## src/rtl/spi_frame_arbiter_if.sv

```systemverilog
// -----------------------------------------------------------------------------
// spi_frame_arbiter_if
// Bundles the two frame-source request ports, the status outputs and the
// display SPI pins of spi_frame_arbiter.
//   req0/req1     : level requests, held by each source until its ack
//   data0/data1   : FRAME_BITS-wide frames, sampled in the accept cycle only
//   ack0/ack1     : one-cycle accept pulses
//   src           : source of the current/last accepted frame
//   busy, done    : transaction in progress / one-cycle end-of-frame pulse
//   spi_sclk/mosi/cs_n : SPI mode-0 pins
// master = frame sources + pin consumer, slave = the arbiter itself.
// -----------------------------------------------------------------------------
interface spi_frame_arbiter_if #(
    parameter int FRAME_BITS = 40
);
    logic                  req0;
    logic                  req1;
    logic [FRAME_BITS-1:0] data0;
    logic [FRAME_BITS-1:0] data1;
    logic                  ack0;
    logic                  ack1;
    logic                  src;
    logic                  busy;
    logic                  done;
    logic                  spi_sclk;
    logic                  spi_mosi;
    logic                  spi_cs_n;

    modport master (
        output req0, req1, data0, data1,
        input  ack0, ack1, src, busy, done, spi_sclk, spi_mosi, spi_cs_n
    );

    modport slave (
        input  req0, req1, data0, data1,
        output ack0, ack1, src, busy, done, spi_sclk, spi_mosi, spi_cs_n
    );
endinterface

```

## src/rtl/spi_frame_arbiter.sv

```systemverilog
// -----------------------------------------------------------------------------
// spi_frame_arbiter
// Round-robin arbiter between two frame sources feeding one display SPI link.
// The winner's frame is latched and sent as a single SPI mode-0 transaction,
// MSB first, with a sequenced (gated) SCLK and chip-select framing.
// Ports:
//   clk : system clock, rising edge
//   rst : asynchronous, active-high reset (aborts any frame in flight)
//   bus : spi_frame_arbiter_if.slave (requests, frames, acks, status, pins)
// All outputs are registered.
//
// state | meaning
// ------+---------------------------------------------------------------
// IDLE  | cs_n high, waiting for req0/req1; accepts and latches a frame
// SETUP | cs_n low, sclk low for CLK_DIV cycles before the first rise
// SHIFT | sclk toggles every CLK_DIV cycles; mosi advances on each fall
// HOLD  | sclk low: last low half-period plus CLK_DIV hold, then cs_n rises
// GAP   | cs_n high for CS_GAP*CLK_DIV cycles before the next accept
// -----------------------------------------------------------------------------
module spi_frame_arbiter #(
    parameter int CLK_DIV    = 4,
    parameter int FRAME_BITS = 40,
    parameter int CS_GAP     = 2
) (
    input  logic                clk,
    input  logic                rst,
    spi_frame_arbiter_if.slave  bus
);

    localparam int HOLD_CYC = 2 * CLK_DIV;
    localparam int GAP_CYC  = CS_GAP * CLK_DIV;
    localparam int MAX_CYC  = (HOLD_CYC > GAP_CYC) ? HOLD_CYC : GAP_CYC;
    localparam int CW       = $clog2(MAX_CYC);
    localparam int BW       = (FRAME_BITS > 1) ? $clog2(FRAME_BITS) : 1;

    localparam logic [CW-1:0] LOAD_HALF = CW'(CLK_DIV - 1);
    localparam logic [CW-1:0] LOAD_HOLD = CW'(HOLD_CYC - 1);
    localparam logic [CW-1:0] LOAD_GAP  = CW'((GAP_CYC > 0) ? GAP_CYC - 1 : 0);
    localparam logic [BW-1:0] LAST_BIT  = BW'(FRAME_BITS - 1);

    typedef enum logic [2:0] {
        IDLE,
        SETUP,
        SHIFT,
        HOLD,
        GAP
    } state_t;

    state_t                state_q, state_d;
    logic [CW-1:0]         cnt_q, cnt_d;
    logic [BW-1:0]         bit_q, bit_d;
    logic [FRAME_BITS-1:0] shreg_q, shreg_d;
    logic                  sclk_q, sclk_d;
    logic                  mosi_q, mosi_d;
    logic                  cs_n_q, cs_n_d;
    logic                  src_q, src_d;
    logic                  last_grant_q, last_grant_d;
    logic                  ack0_q, ack0_d;
    logic                  ack1_q, ack1_d;
    logic                  done_q, done_d;
    logic                  busy_q, busy_d;

    logic                  grant1;
    logic                  cnt_zero;
    logic [FRAME_BITS-1:0] frame_in;
    logic [FRAME_BITS-1:0] sh_next;

    always_comb begin
        state_d      = state_q;
        cnt_d        = cnt_q;
        bit_d        = bit_q;
        shreg_d      = shreg_q;
        sclk_d       = sclk_q;
        mosi_d       = mosi_q;
        cs_n_d       = cs_n_q;
        src_d        = src_q;
        last_grant_d = last_grant_q;
        ack0_d       = 1'b0;
        ack1_d       = 1'b0;
        done_d       = 1'b0;

        // On a tie the port that did not win last time is served.
        grant1   = bus.req1 & (~bus.req0 | ~last_grant_q);
        frame_in = grant1 ? bus.data1 : bus.data0;
        cnt_zero = (cnt_q == '0);
        sh_next  = shreg_q << 1;

        case (state_q)
            IDLE: begin
                if (bus.req0 | bus.req1) begin
                    src_d        = grant1;
                    last_grant_d = grant1;
                    ack0_d       = ~grant1;
                    ack1_d       = grant1;
                    shreg_d      = frame_in;
                    mosi_d       = frame_in[FRAME_BITS-1];
                    cs_n_d       = 1'b0;
                    cnt_d        = LOAD_HALF;
                    bit_d        = '0;
                    state_d      = SETUP;
                end
            end
            SETUP: begin
                if (cnt_zero) begin
                    sclk_d  = 1'b1;
                    cnt_d   = LOAD_HALF;
                    state_d = SHIFT;
                end else begin
                    cnt_d = cnt_q - CW'(1);
                end
            end
            SHIFT: begin
                if (cnt_zero) begin
                    cnt_d = LOAD_HALF;
                    if (!sclk_q) begin
                        sclk_d = 1'b1;
                    end else begin
                        sclk_d = 1'b0;
                        if (bit_q == LAST_BIT) begin
                            mosi_d  = 1'b0;
                            cnt_d   = LOAD_HOLD;
                            state_d = HOLD;
                        end else begin
                            shreg_d = sh_next;
                            mosi_d  = sh_next[FRAME_BITS-1];
                            bit_d   = bit_q + BW'(1);
                        end
                    end
                end else begin
                    cnt_d = cnt_q - CW'(1);
                end
            end
            HOLD: begin
                if (cnt_zero) begin
                    cs_n_d = 1'b1;
                    done_d = 1'b1;
                    if (GAP_CYC == 0) begin
                        state_d = IDLE;
                    end else begin
                        cnt_d   = LOAD_GAP;
                        state_d = GAP;
                    end
                end else begin
                    cnt_d = cnt_q - CW'(1);
                end
            end
            GAP: begin
                if (cnt_zero) begin
                    state_d = IDLE;
                end else begin
                    cnt_d = cnt_q - CW'(1);
                end
            end
            default: begin
                state_d = IDLE;
            end
        endcase

        busy_d = (state_d != IDLE);
    end

    always_ff @(posedge clk or posedge rst) begin
        if (rst) begin
            state_q      <= IDLE;
            cnt_q        <= '0;
            bit_q        <= '0;
            shreg_q      <= '0;
            sclk_q       <= 1'b0;
            mosi_q       <= 1'b0;
            cs_n_q       <= 1'b1;
            src_q        <= 1'b0;
            last_grant_q <= 1'b1;
            ack0_q       <= 1'b0;
            ack1_q       <= 1'b0;
            done_q       <= 1'b0;
            busy_q       <= 1'b0;
        end else begin
            state_q      <= state_d;
            cnt_q        <= cnt_d;
            bit_q        <= bit_d;
            shreg_q      <= shreg_d;
            sclk_q       <= sclk_d;
            mosi_q       <= mosi_d;
            cs_n_q       <= cs_n_d;
            src_q        <= src_d;
            last_grant_q <= last_grant_d;
            ack0_q       <= ack0_d;
            ack1_q       <= ack1_d;
            done_q       <= done_d;
            busy_q       <= busy_d;
        end
    end

    assign bus.ack0     = ack0_q;
    assign bus.ack1     = ack1_q;
    assign bus.src      = src_q;
    assign bus.busy     = busy_q;
    assign bus.done     = done_q;
    assign bus.spi_sclk = sclk_q;
    assign bus.spi_mosi = mosi_q;
    assign bus.spi_cs_n = cs_n_q;

endmodule
```

## src/flat_wrapper.sv

```systemverilog
// flat-port wrapper written by rule: the top's interface ports become plain ports
module spi_frame_arbiter_flat 
#(
    parameter int CLK_DIV    = 4,
    parameter int FRAME_BITS = 40,
    parameter int CS_GAP     = 2
)
  (clk, rst, bus_req0, bus_req1, bus_data0, bus_data1, bus_ack0, bus_ack1, bus_src, bus_busy, bus_done, bus_spi_sclk, bus_spi_mosi, bus_spi_cs_n);
  spi_frame_arbiter_if #(.FRAME_BITS(FRAME_BITS)) bus_i ();
  input  logic clk;
  input  logic rst;
  input wire logic [$bits(bus_i.req0)-1:0] bus_req0;
  input wire logic [$bits(bus_i.req1)-1:0] bus_req1;
  input wire logic [$bits(bus_i.data0)-1:0] bus_data0;
  input wire logic [$bits(bus_i.data1)-1:0] bus_data1;
  output wire logic [$bits(bus_i.ack0)-1:0] bus_ack0;
  output wire logic [$bits(bus_i.ack1)-1:0] bus_ack1;
  output wire logic [$bits(bus_i.src)-1:0] bus_src;
  output wire logic [$bits(bus_i.busy)-1:0] bus_busy;
  output wire logic [$bits(bus_i.done)-1:0] bus_done;
  output wire logic [$bits(bus_i.spi_sclk)-1:0] bus_spi_sclk;
  output wire logic [$bits(bus_i.spi_mosi)-1:0] bus_spi_mosi;
  output wire logic [$bits(bus_i.spi_cs_n)-1:0] bus_spi_cs_n;
  assign bus_i.req0 = bus_req0;
  assign bus_i.req1 = bus_req1;
  assign bus_i.data0 = bus_data0;
  assign bus_i.data1 = bus_data1;
  assign bus_ack0 = bus_i.ack0;
  assign bus_ack1 = bus_i.ack1;
  assign bus_src = bus_i.src;
  assign bus_busy = bus_i.busy;
  assign bus_done = bus_i.done;
  assign bus_spi_sclk = bus_i.spi_sclk;
  assign bus_spi_mosi = bus_i.spi_mosi;
  assign bus_spi_cs_n = bus_i.spi_cs_n;
  spi_frame_arbiter #(.CLK_DIV(CLK_DIV), .FRAME_BITS(FRAME_BITS), .CS_GAP(CS_GAP)) u_core (.clk(clk), .rst(rst), .bus(bus_i));
endmodule
```

## config.mk

```make
export PLATFORM = sky130hd
export DESIGN_NAME = spi_frame_arbiter_flat
export DESIGN_NICKNAME = d
export VERILOG_FILES = /design/src/rtl/spi_frame_arbiter_if.sv /design/src/rtl/spi_frame_arbiter.sv /design/src/flat_wrapper.sv
export SDC_FILE = /design/constraint.sdc
export NUM_CORES = 1
export LEC_CHECK = 0
export ABC_AREA = 1
export BUFFER_PORTS_ARGS = -buffer_cell sky130_fd_sc_hd__buf_2
export CAP_MARGIN = 20
export CORE_MARGIN = 2
export CORE_UTILIZATION = 53
export CTS_CLUSTER_SIZE = 8
export DETAILED_ROUTE_END_ITERATION = 8
export PLACE_DENSITY = 0.8
export SLEW_MARGIN = 20
export SYNTH_ARGS = -nofsm -noshare
export SYNTH_HDL_FRONTEND = slang
export SYNTH_SLANG_ARGS = --single-unit
```

## constraint.sdc

```tcl
create_clock -name clk -period 2.3 [get_ports clk]
set_input_delay 0.23 -clock clk [delete_from_list [all_inputs] [get_ports clk]]
set_output_delay 0.23 -clock clk [all_outputs]
set_load 0.02 [all_outputs]
```

# Word level (Yosys, flattened, before mapping)
# Index checks and enable logic that the tools add are counted.
[totals]
register_bits = 60
in_bits = 84
word_cells = 90
[classes]
n_addsub = 2
n_eq_ne = 12
mux = 44
n_bitwise = 6
reduce_logical = 13
[ops]
columns = ["operator", "count"]
rows = [
  ["two-way mux 39 bit", 4],
  ["case mux 39 bit (2 select lines)", 1],
  ["two-way mux 3 bit", 14],
  ["two-way mux 40 bit", 1],
  ["case mux 3 bit (5 select lines)", 2],
  ["two-way mux 6 bit", 4],
  ["two-way mux 1 bit", 14],
  ["case mux 6 bit (2 select lines)", 1],
  ["!= test 2 x 1 -> 1 bit (second input constant)", 5],
  ["AND reduction 3 bit", 3],
  ["adder 6 x 1 -> 6 bit (second input constant)", 1],
  ["== test 3 x 2 -> 1 bit (second input constant)", 2],
  ["== test 6 bit (second input constant)", 1],
  ["logical NOT 3 bit", 2],
  ["case mux 1 bit (2 select lines)", 3],
  ["nonzero test 2 bit", 3],
  ["AND reduction 5 bit", 1],
  ["nonzero test 5 bit", 1],
  ["!= test 2 bit (second input constant)", 2],
  ["AND reduction 4 bit", 1],
  ["== test 3 x 1 -> 1 bit (second input constant)", 1],
  ["== test 3 bit (second input constant)", 1],
  ["inverter 1 bit", 3],
  ["nonzero test 3 bit", 1],
  ["4 further kinds", 5],
]

# Longest topological paths before layout
[depth]
ltp_word = 6
mapped_depth = 11

# Worst setup path before layout
# Ideal clock, no wire load.
[synth_path]
path_kind = "reg2reg"
from = "register u_core.cnt_q[0]"
to = "register u_core.shreg_q[22]"
arrival_ps = 1457
required_ps = 2184
path_slack_ps = 727
stages_incl_launch_ff = 12
synth_period_minus_slack_ps = 1573
path_cell_list = "dfrtp_1 inv_1 ha_1 nand2_2 nor2_1 nand2_2 nand2_4 nand2_4 buf_6 buf_8 nand2_2 nand2_1"
[synth_between]
elab_chain_cells = 3
[synth_rtl]
columns = ["item", "line", "rtl"]
rows = [
  ["start, declared", "spi_frame_arbiter.sv:50", "logic [CW-1:0] cnt_q, cnt_d;"],
  ["start signal, assigned", "spi_frame_arbiter.sv:179", "cnt_q <= cnt_d;"],
  ["logical NOT 3 bit", "spi_frame_arbiter.sv:85", "cnt_zero = (cnt_q == '0);"],
  ["!= test 2 x 1 -> 1 bit (no line)", "--", ""],
  ["AND reduction 5 bit (no line)", "--", ""],
  ["end signal, assigned", "spi_frame_arbiter.sv:181", "shreg_q <= shreg_d;"],
  ["end, declared", "spi_frame_arbiter.sv:52", "logic [FRAME_BITS-1:0] shreg_q, shreg_d;"],
]
# Every way passes these cells.
# A chain may end at the register's enable or synchronous reset.

# Worst setup path in the final report
[layout_path]
from = "register u_core.cnt_q[0]"
to = "register u_core.shreg_q[26]"
# The elaborated chain is that of the path after synthesis.

==> run metrics <==
final WL=about 8000 um; Vias=3437; Post-Layout Inst Area=around 4200 um2; CP Launch Type=flip-flop; FF-to-FF path depth=11; root buf cell=clkbuf_8; CTS resizes=0; Total Power=around 2.1 mW; Switching Share=around 24%; post-synthesis net count=589; HP Start=bus_data0[7]; maxcap violations=0; final setup fails=0; vias in the first global route=3133; Initial Util=55.3%; status=complete, but fails checks; Reg clk slew, reported paths=roughly 70 ps; fin crit period=roughly 1900 ps; top post-synthesis cells by area=dfrtp_1, nand2_1, nand3_1, a31oi_1, nor2_1; Worst-Margin Slew=408 ps; sequential element share of the synthesized area=42.4%; headroom to the max-slew limit=72.8%; max incr delay on CP=400 ps; first-pass GRT wire length=13700 um; max-slew violations=0; syn avg cell area=7.07 um2; Worst Path Max Fanout=between 40 and 50; # DRC=6; PnR worst setup slack=432 ps; Hold Crit Class=in2reg; grt ovf=0; Final Core Density=roughly two thirds; Synth top area share=40.9%; cell count after synthesis=502; vias per std cell=between 5 and 6; post-CTS setup buffer count=0; hpwl dp=5690 um; Avg WL per Cell=12.3 um; CTS tree=yes; number of enable flip-flop cells after synthesis=0; CP Class=reg2reg; placed insts=647; ratio of cells with drive above 1 in the final layout=between 20% and 30%; placed cell areas=4000 um2; area of the multi-input gates=1750 um2; pin count of the biggest net entering global routing=84; Buffers on Ports=91; num ports=92; Peak VDD IR=0.283 mV; chip width=~86 um; Comb pwr share=8.5%; cell with the most instances after synthesis=nand2_1; Vert. Die Dim=roughly 86 um; Pre-antenna DRT Iters=9; clock sinks=60; die area=7370 um2; Crit-path slowest cell=dfrtp_1; crit end category=flip-flop; Synth Warn #=0; Clock Tree Buf Depth=2; final RePlAce weighted congestion=0.878; Final ANT Viol Nets=0; Post-Synthesis Cell Area=between 3000 and 4000 um2; Final Cycle Share=between 80% and 90%; Setup WS pre-CTS=453 ps; Worst R2R Start=u_core.cnt_q[0]; cell-internal power=roughly 1.6 mW; synth cell count leaders=nand2_1, dfrtp_1, nand3_1; Synth cell types=29; GRT Resource Usage Total=23.3%; Power Density=roughly 510 nW/um2; worst r2r dst=u_core.shreg_q[26]; sequential power share=49.3%; worst-path cell chain=inv_1 -> ha_1 -> nand2_2 -> nor2_1 -> nand2_2 -> nand2_4 -> nand2_4 -> inv_2 -> buf_12 -> nand2_1 -> nand2_1; leakage=2.32 nW; final-report hold violation count=0; synthesis-to-layout area growth=18.3%; Hold Path Sink=u_core.shreg_q[7]; fmax=535 MHz; fill count=567; diode count=0; violated checks=DRC; synthesized flop and latch total=60; Num CTS Buffers=9; Synth Flop Type=dfrtp_1; Switch Pwr=0.515 mW; H-tree levels=3; starting DRC count in detailed routing=230; core footprint=between 6000 and 7000 um2; post-synth top area cell=dfrtp_1; asr flop ratio synth=100%; RSZ-0062 raised after global routing=false; Worst Hold Path Cells=5; setup TNS=0 ps; Reg area=1500 um2; hold slack=235 ps; Final Skew=between 6 and 7 ps; FP Rows=29; initial antenna violation count=0; WP data arrival=roughly 2100 ps; Clk Latency, worst-skew pair=330 ps; Net count, final=669; Clk network pwr share=42.2%; WP data required=2570 ps; R2R setup slack=430 ps; Non-Filler Instances=664
==> worst max-delay path, delay by kind of cell (launching register included) <==
kind,cells,cell delay [ps]
buf+inv,3,420
flops,1,400
fa+ha+maj,1,200
simple gates,7,770
==> metal layers <==
metal	share of wire (%)	up-vias	GRT usage, %	routed length, um
met2	48	102	38.7	3890
met1	45	1550	30.0	3670
li1	-	1774	-	-
met5	0	-	0	0
met4	1.7	0	9.09	142
met3	5.7	11	5.00	469
==> flip-flops by register name, summed over array words and instances (netlist names), 3 cells and up <==
name	cells
u_core.state_q	3
u_core.bit_q	6
u_core.shreg_q	39
u_core.cnt_q	3
==> layout make-up <==
type | count | area share, %
Clock inverter | 7 | 1.61
Timing Repair Buffer | 101 | 13.3
Inverter | 25 | 2.24
Clock buffer | 9 | 2.95
Tap cell | 77 | 2.30
Multi-Input combinational cell | 385 | 41.8
Sequential cell | 60 | 35.8
==> worst max-delay path by stage <==
stage	start	end	slack, ps	cells after the start
5_1_grt	u_core.cnt_q[0]	u_core.shreg_q[3]	260	11
6_report	u_core.cnt_q[0]	u_core.shreg_q[26]	430	11
4_1_cts	u_core.cnt_q[0]	u_core.shreg_q[23]	430	11
2_1_floorplan	rst	u_core.bit_q[0]	590	1
3_5_place_dp	u_core.cnt_q[0]	u_core.shreg_q[23]	450	11
3_3_place_gp	u_core.cnt_q[0]	u_core.shreg_q[30]	560	11
==> repair_timing <==
item | 4_1_cts | 5_1_grt
hold buffers | 1 | 0
hold endpoints to repair | 11 | 0
setup endpoints to repair | 0 | 0
==> logic make-up (layout without fill, tap and decap cells) <==
logic type / Yosys count / after routing / share of synthesized area, %
adder cells (fa/ha/maj): 3 / 3 / 1.06
AND/OR/NAND/NOR: 327 / 327 / 38.6
buffers and inverters: 57 / 142 / 8.18
XOR/XNOR: 3 / 3 / 0.741
flip-flops: 60 / 60 / 42.4
AO/OA/AOI/OAI: 52 / 52 / 8.99
==> power by group through the flow <==
stage                     combinational (mW)  sequential [mW]  clock, mW
after CTS                              0.184             1.06      0.921
after detailed placement               0.182             1.08          0
after global placement                 0.178             1.08          0
final                                  0.182             1.06      0.906
after global routing                   0.206             1.06      0.979
after floorplan                       0.0873             1.08          0
==> placed cells by master (no fill, tap or decap), types with 3 or more instances in the layout <==
cell type     n
nand3_1      56
inv_2         4
nand2_2      13
nor2_1       49
xor2_1        3
inv_1        21
nand2_1     201
dfrtp_1      58
a31oi_1      38
nand2_4       3
ha_1          3
clkbuf_8      9
clkinv_2      3
a21oi_1       5
clkinvlp_4    3
o21ai_0       5
buf_2        91
buf_4         7
(Power assumes the default switching activity.)
